$ cat src/rtl/time_counter_core.sv
// Cascaded hh:mm:ss:cc time counter with built-in tick divider, up/down count,
// per-field edit, clamped parallel load, countdown completion and lap capture.
module time_counter_core #(
   parameter int CLK_HZ           = 100_000_000,
   parameter int TICK_HZ          = 100,
   parameter int HOUR_MOD         = 24,
   parameter int RESET_HOUR       = 0,
   parameter bit SATURATE_AT_ZERO = 1'b1
) (
   input  logic        clk,
   input  logic        reset,
   input  logic        i_run,
   input  logic        i_mode_down,
   input  logic        i_clear,
   input  logic        i_load,
   input  logic [23:0] i_load_time,
   input  logic        i_edit_en,
   input  logic [1:0]  i_edit_field,
   input  logic        i_edit_up,
   input  logic        i_edit_down,
   input  logic        i_lap,
   output logic [23:0] o_time,
   output logic [23:0] o_lap_time,
   output logic        o_lap_valid,
   output logic        o_running,
   output logic        o_done,
   output logic        o_tick
);

   localparam int              DIV       = CLK_HZ / TICK_HZ;
   localparam int              DIV_W     = $clog2(DIV);
   localparam logic [DIV_W-1:0] DIV_LAST = DIV_W'(DIV - 1);
   localparam logic [4:0]      HOUR_MAX  = 5'(HOUR_MOD - 1);
   localparam logic [4:0]      HOUR_INIT = 5'(RESET_HOUR);

   logic [4:0]       t_hour;
   logic [5:0]       t_min;
   logic [5:0]       t_sec;
   logic [6:0]       t_cc;
   logic [DIV_W-1:0] div_cnt;

   logic run_eff, tick_now, edit_step;
   logic cc_max, sec_max, min_max, hour_max;
   logic cc_zero, sec_zero, min_zero, hour_zero;
   logic all_zero, one_left;
   logic [6:0] cc_inc, cc_dec, ld_cc;
   logic [5:0] sec_inc, sec_dec, min_inc, min_dec, ld_sec, ld_min;
   logic [4:0] hour_inc, hour_dec, ld_hour;

   assign o_time    = {t_hour, t_min, t_sec, t_cc};
   assign run_eff   = i_run & ~i_edit_en & ~o_done;
   assign o_running = run_eff;
   assign tick_now  = run_eff & (div_cnt == DIV_LAST);
   assign edit_step = i_edit_en & (i_edit_up ^ i_edit_down);

   assign cc_max    = (t_cc == 7'd99);
   assign sec_max   = (t_sec == 6'd59);
   assign min_max   = (t_min == 6'd59);
   assign hour_max  = (t_hour == HOUR_MAX);
   assign cc_zero   = (t_cc == 7'd0);
   assign sec_zero  = (t_sec == 6'd0);
   assign min_zero  = (t_min == 6'd0);
   assign hour_zero = (t_hour == 5'd0);
   assign all_zero  = hour_zero & min_zero & sec_zero & cc_zero;
   assign one_left  = hour_zero & min_zero & sec_zero & (t_cc == 7'd1);

   // Single-field wrap steps, shared by the counting cascade and the editor.
   assign cc_inc   = cc_max    ? 7'd0     : t_cc + 7'd1;
   assign cc_dec   = cc_zero   ? 7'd99    : t_cc - 7'd1;
   assign sec_inc  = sec_max   ? 6'd0     : t_sec + 6'd1;
   assign sec_dec  = sec_zero  ? 6'd59    : t_sec - 6'd1;
   assign min_inc  = min_max   ? 6'd0     : t_min + 6'd1;
   assign min_dec  = min_zero  ? 6'd59    : t_min - 6'd1;
   assign hour_inc = hour_max  ? 5'd0     : t_hour + 5'd1;
   assign hour_dec = hour_zero ? HOUR_MAX : t_hour - 5'd1;

   assign ld_hour = (i_load_time[23:19] > HOUR_MAX) ? HOUR_MAX : i_load_time[23:19];
   assign ld_min  = (i_load_time[18:13] > 6'd59)    ? 6'd59    : i_load_time[18:13];
   assign ld_sec  = (i_load_time[12:7]  > 6'd59)    ? 6'd59    : i_load_time[12:7];
   assign ld_cc   = (i_load_time[6:0]   > 7'd99)    ? 7'd99    : i_load_time[6:0];

   always_ff @(posedge clk) begin
      if (reset) begin
         t_hour      <= HOUR_INIT;
         t_min       <= '0;
         t_sec       <= '0;
         t_cc        <= '0;
         div_cnt     <= '0;
         o_done      <= 1'b0;
         o_tick      <= 1'b0;
         o_lap_time  <= '0;
         o_lap_valid <= 1'b0;
      end else begin
         o_tick <= 1'b0;
         if (i_clear) begin
            t_hour  <= HOUR_INIT;
            t_min   <= '0;
            t_sec   <= '0;
            t_cc    <= '0;
            div_cnt <= '0;
            o_done  <= 1'b0;
         end else if (i_load) begin
            t_hour  <= ld_hour;
            t_min   <= ld_min;
            t_sec   <= ld_sec;
            t_cc    <= ld_cc;
            div_cnt <= '0;
            o_done  <= 1'b0;
         end else if (edit_step) begin
            case (i_edit_field)
               2'd0:    t_cc   <= i_edit_up ? cc_inc   : cc_dec;
               2'd1:    t_sec  <= i_edit_up ? sec_inc  : sec_dec;
               2'd2:    t_min  <= i_edit_up ? min_inc  : min_dec;
               default: t_hour <= i_edit_up ? hour_inc : hour_dec;
            endcase
            o_done <= 1'b0;
         end else begin
            if (run_eff)
               div_cnt <= (div_cnt == DIV_LAST) ? '0 : div_cnt + 1'b1;
            if (tick_now) begin
               o_tick <= 1'b1;
               if (!i_mode_down) begin
                  t_cc <= cc_inc;
                  if (cc_max) t_sec <= sec_inc;
                  if (cc_max && sec_max) t_min <= min_inc;
                  if (cc_max && sec_max && min_max) t_hour <= hour_inc;
               end else if (SATURATE_AT_ZERO && all_zero) begin
                  o_done <= 1'b1;
               end else begin
                  // Borrow chain; from all-zero this lands on the max time.
                  t_cc <= cc_dec;
                  if (cc_zero) t_sec <= sec_dec;
                  if (cc_zero && sec_zero) t_min <= min_dec;
                  if (cc_zero && sec_zero && min_zero) t_hour <= hour_dec;
                  if (SATURATE_AT_ZERO && one_left) o_done <= 1'b1;
               end
            end
            if (!i_mode_down) o_done <= 1'b0;
         end

         if (i_clear) begin
            o_lap_time  <= '0;
            o_lap_valid <= 1'b0;
         end else if (i_lap) begin
            o_lap_time  <= o_time;
            o_lap_valid <= 1'b1;
         end
      end
   end

endmodule
$ cat config.mk
export PLATFORM = sky130hd
export DESIGN_NAME = time_counter_core
export DESIGN_NICKNAME = d
export VERILOG_FILES = /design/src/rtl/time_counter_core.sv
export SDC_FILE = /design/constraint.sdc
export NUM_CORES = 1
export LEC_CHECK = 0
export BUFFER_PORTS_ARGS = -buffer_cell sky130_fd_sc_hd__buf_4
export CAP_MARGIN = 20
export CELL_PAD_IN_SITES_DETAIL_PLACEMENT = 1
export CELL_PAD_IN_SITES_GLOBAL_PLACEMENT = 1
export CORE_ASPECT_RATIO = 1.75
export CORE_UTILIZATION = 38
export CTS_BUF_LIST = sky130_fd_sc_hd__clkbuf_8
export CTS_CLUSTER_DIAMETER = 120
export DETAILED_ROUTE_END_ITERATION = 8
export GPL_ROUTABILITY_DRIVEN = 0
export PLACE_DENSITY = 0.89
export SYNTH_ARGS = -nofsm -noshare
export SYNTH_HDL_FRONTEND = slang
export SYNTH_SLANG_ARGS = --single-unit
$ cat constraint.sdc
create_clock -name clk -period 2.3 [get_ports clk]
set_input_delay 0.115 -clock clk [delete_from_list [all_inputs] [get_ports clk]]
set_output_delay 0.115 -clock clk [all_outputs]
set_load 0.1 [all_outputs]
==> impl_metrics.ini <==
[logic_synthesis]
synthesis.area_per_instance_um2 = 8.09
synth-async-reset-ratio = 0
synth.area.top_cells = sky130_fd_sc_hd__dfxtp_1 31%, sky130_fd_sc_hd__nor2_1 6.1%, sky130_fd_sc_hd__mux2i_1 6.0%
yosys_warnings = 0
post_synth_inst_count = 558
synth_area_um2 = 4520
synth-main-ff-cell = sky130_fd_sc_hd__dfxtp_1
synth_sequential_area_ratio = 0.315
syn-num-nets = 607
most_used_standard_cell_by_instance_count_after_synthesis = sky130_fd_sc_hd__nor2_1
combinational_family_with_the_most_area_after_synthesis = simple AND/OR/NAND/NOR gates
synth-edff-count = 0
synth-xor-area-share = 0.0601
synth_compound_area_frac = 0.211
yosys-top-cells-count = 73 x sky130_fd_sc_hd__nor2_1, 71 x sky130_fd_sc_hd__dfxtp_1, 35 x sky130_fd_sc_hd__clkbuf_1
synthDominantAreaCellType = sky130_fd_sc_hd__dfxtp_1
yosys_register_bits = 71
yosysUniqueCellTypes = 73
synth.mux.area_fraction = 0.0598
post_synth_fa_ha_maj_area_fraction = 0.0360
synth_top_area_frac = 0.315
post_synth_and_or_nand_nor_area_fraction = 0.256

[clock_network]
tritoncts.num_buffers = 9
ctsHoldBuffers = 0
clk_pin_slew_ns = 0.09
cts_tree = yes
ctsRootBufferMaster = sky130_fd_sc_hd__clkbuf_8
clock_tree.buffer_depth = 2
sinks_on_the_clock_net = 71
worstSkewPairLatency_ns = 0.38
htreeDepth = 3

[drt]
drt-pass1-iter-count = 9
vias_per_cell = 6.41
drtAntennaViolNets = 0
dr_iter_0_viols = 364
route.detailed.wl_per_inst_um = 23.1
drc_errors = 2
routed_wirelength_mm = 18.7
vias = 5173

[global_route]
grt_first_pass_wirelength_mm = 28.3
overflow = 0
grt_start_max_net_pins = 42
antenna_found_initial = 0
vias_in_the_first_global_route = 5456
most_heavily_used_metal_layer_in_global_routing = met2
met2_track_utilization_from_global_routing = 0.536
global_route_usage_over_all_layers = 0.295
globalRouteMet3Util = 0.0582
global_routing_met1_resource_utilization = 0.292

[finish]
syn2layout_area_growth_pct = 35.7
antenna_cells_inserted = 0
layout-drive-gt1-share = 0.359
finish.cell_count_without_fillers = 807
postLayoutCoreUtil = 0.529
finish.net_count = 716
nFillCells = 1380

[status]
run_status = finished, violations left
failed_checks = design-rule violations, negative setup slack

[sta]
timing.final.crit_period_ns = 2.42
maximum_frequency_from_static_timing_analysis_mhz = 414
worst_hold_slack_ns = 0.0212
grt_setup_unrepaired = true
post-route-worst-setup-slack_ns = -0.116
skew_ns = 0.0132
max_slew_headroom = 0.345
hold_violations = 0
period_share = 1.05
setup_viol = 5
report.final.slew_viol_count = 0
tightestPinTransition_ns = 0.982

[setup_path]
cp-end-kind = register
criticalPathCategory = reg -> reg
worstSetupStartpointType = register
worstPathRequired_ns = 2.59
setup.reg_to_reg.worst_slack_ns = -0.12
critical_path_peak_fanout = 5
timing.critical_path.arrival_ns = 2.71

[placement]
detailedPlacementHpwl_mm = 12.3
placement.io_buffers = 87
placed_cells = 780
dpl_worst_slack_ns = -0.154

[run]
max-cap-violations = 0

[power]
power.static_leakage_nw = 2.49
ir_drop_mv = 0.373
power_density_nw_per_um2 = 595

[hold_path]
worstHoldPathType = in -> reg

[floorplan]
std_cell_rows = 52
initial_utilization = 0.390
placeableCoreArea_um2 = 11600
die_h_um = 146
die_outline_width_um = 84.4
die_area_um2 = 12300
io-pin-count = 88
## final timing paths
check,startpoint,to,cells past startpoint
worst max-delay path,t_sec[1]$_SDFFE_PP0P_,t_hour[1]$_SDFFE_PP0P_,9
worst min-delay path,i_load_time[3],t_cc[3]$_SDFFE_PP0P_,3
worst max register to register,t_sec[1]$_SDFFE_PP0P_,t_hour[1]$_SDFFE_PP0P_,9
worst min register to register,o_lap_valid$_SDFFE_PP0P_,o_lap_valid$_SDFFE_PP0P_,2
## registers in the layout, indices dropped and copies added, names as in the netlist
name         flops
div_cnt         20
o_done           1
o_lap_time      24
o_lap_valid      1
o_tick           1
t_cc             7
t_hour           5
t_min            6
t_sec            6
## kinds of logic (layout without fill, tap and decap cells)
kind of cell,after synthesis,in the layout
xor gates and xnor gates,31,31
muxes,27,27
AOI/OAI and AO/OA,136,137
adders and majority gates,13,13
buffers and inverters,61,173
DFF,71,71
and+or+nand+nor,219,220
## metal layers
layer	up-vias	wire length (um)
met5	-	0
met4	0	1190
met3	113	1060
met2	277	10000
met1	2508	6410
li1	2275	-
## metrics by stage
step	TNS (ns)	total power, mW	instance area [um^2]
after CTS	-0.323	3.57	6010
final	-0.501	3.65	6130
after global placement	-0.0626	2.25	5620
after global routing	-0.853	3.75	6130
after floorplan	-0.357	1.99	4680
after detailed placement	-2.26	2.29	5620
## placed cells by master (no fill, tap or decap), types with 4 or more instances in the layout
cell and instances:
sky130_fd_sc_hd__buf_4 140, sky130_fd_sc_hd__nor2_1 71, sky130_fd_sc_hd__dfxtp_1 46, sky130_fd_sc_hd__nand2_1 32, sky130_fd_sc_hd__mux2i_1 27, sky130_fd_sc_hd__nand3_1 25, sky130_fd_sc_hd__xor2_1 21, sky130_fd_sc_hd__a21oi_1 18
sky130_fd_sc_hd__dfxtp_4 16, sky130_fd_sc_hd__o21ai_0 15, sky130_fd_sc_hd__nand4_1 13, sky130_fd_sc_hd__nor3_1 11, sky130_fd_sc_hd__and3_1 10, sky130_fd_sc_hd__xnor2_1 10, sky130_fd_sc_hd__a211oi_1 10, sky130_fd_sc_hd__ha_1 10
sky130_fd_sc_hd__inv_1 9, sky130_fd_sc_hd__a31oi_1 9, sky130_fd_sc_hd__clkbuf_8 9, sky130_fd_sc_hd__dfxtp_2 9, sky130_fd_sc_hd__o21ai_1 8, sky130_fd_sc_hd__a21oi_2 6, sky130_fd_sc_hd__o211ai_1 6, sky130_fd_sc_hd__o31ai_1 6
sky130_fd_sc_hd__or3_1 5, sky130_fd_sc_hd__a21o_1 4, sky130_fd_sc_hd__nor2b_1 4, sky130_fd_sc_hd__o221ai_1 4
## area by class of cell
type                       count  area, um^2  share of cell area
clock buffer                   9         124              0.0202
clock inverter                 7         111              0.0182
inverter                      14        62.6              0.0102
multi-input combinational    428        3090               0.503
sequential                    71        1490               0.244
tap                          135         169              0.0276
timing repair buffer         143        1080               0.177
## worst max-delay path, stage by stage (launching register included)
cell                       delay, ns
sky130_fd_sc_hd__dfxtp_4        0.36
sky130_fd_sc_hd__inv_4          0.06
sky130_fd_sc_hd__ha_4           0.16
sky130_fd_sc_hd__or4bb_1        0.50
sky130_fd_sc_hd__or4_4          0.52
sky130_fd_sc_hd__o21ai_4        0.22
sky130_fd_sc_hd__nor4_4         0.07
sky130_fd_sc_hd__buf_6          0.18
sky130_fd_sc_hd__nand2b_4       0.14
sky130_fd_sc_hd__a21oi_2        0.13
## timing repair
item / CTS / global route
endpoints found under the setup margin: 24 / 24
gates resized for setup: 24 / 18
buffers inserted: 5 / 7
gates cloned: 2 / 0
pin swaps: 12 / 12
## power breakdown
part | internal, mW | switching (mW) | total (mW)
Sequential | 1.25 | 0.0457 | 1.30
Clock | 0.713 | 0.533 | 1.25
Combinational | 0.395 | 0.711 | 1.11
(Power assumes the default switching activity.)
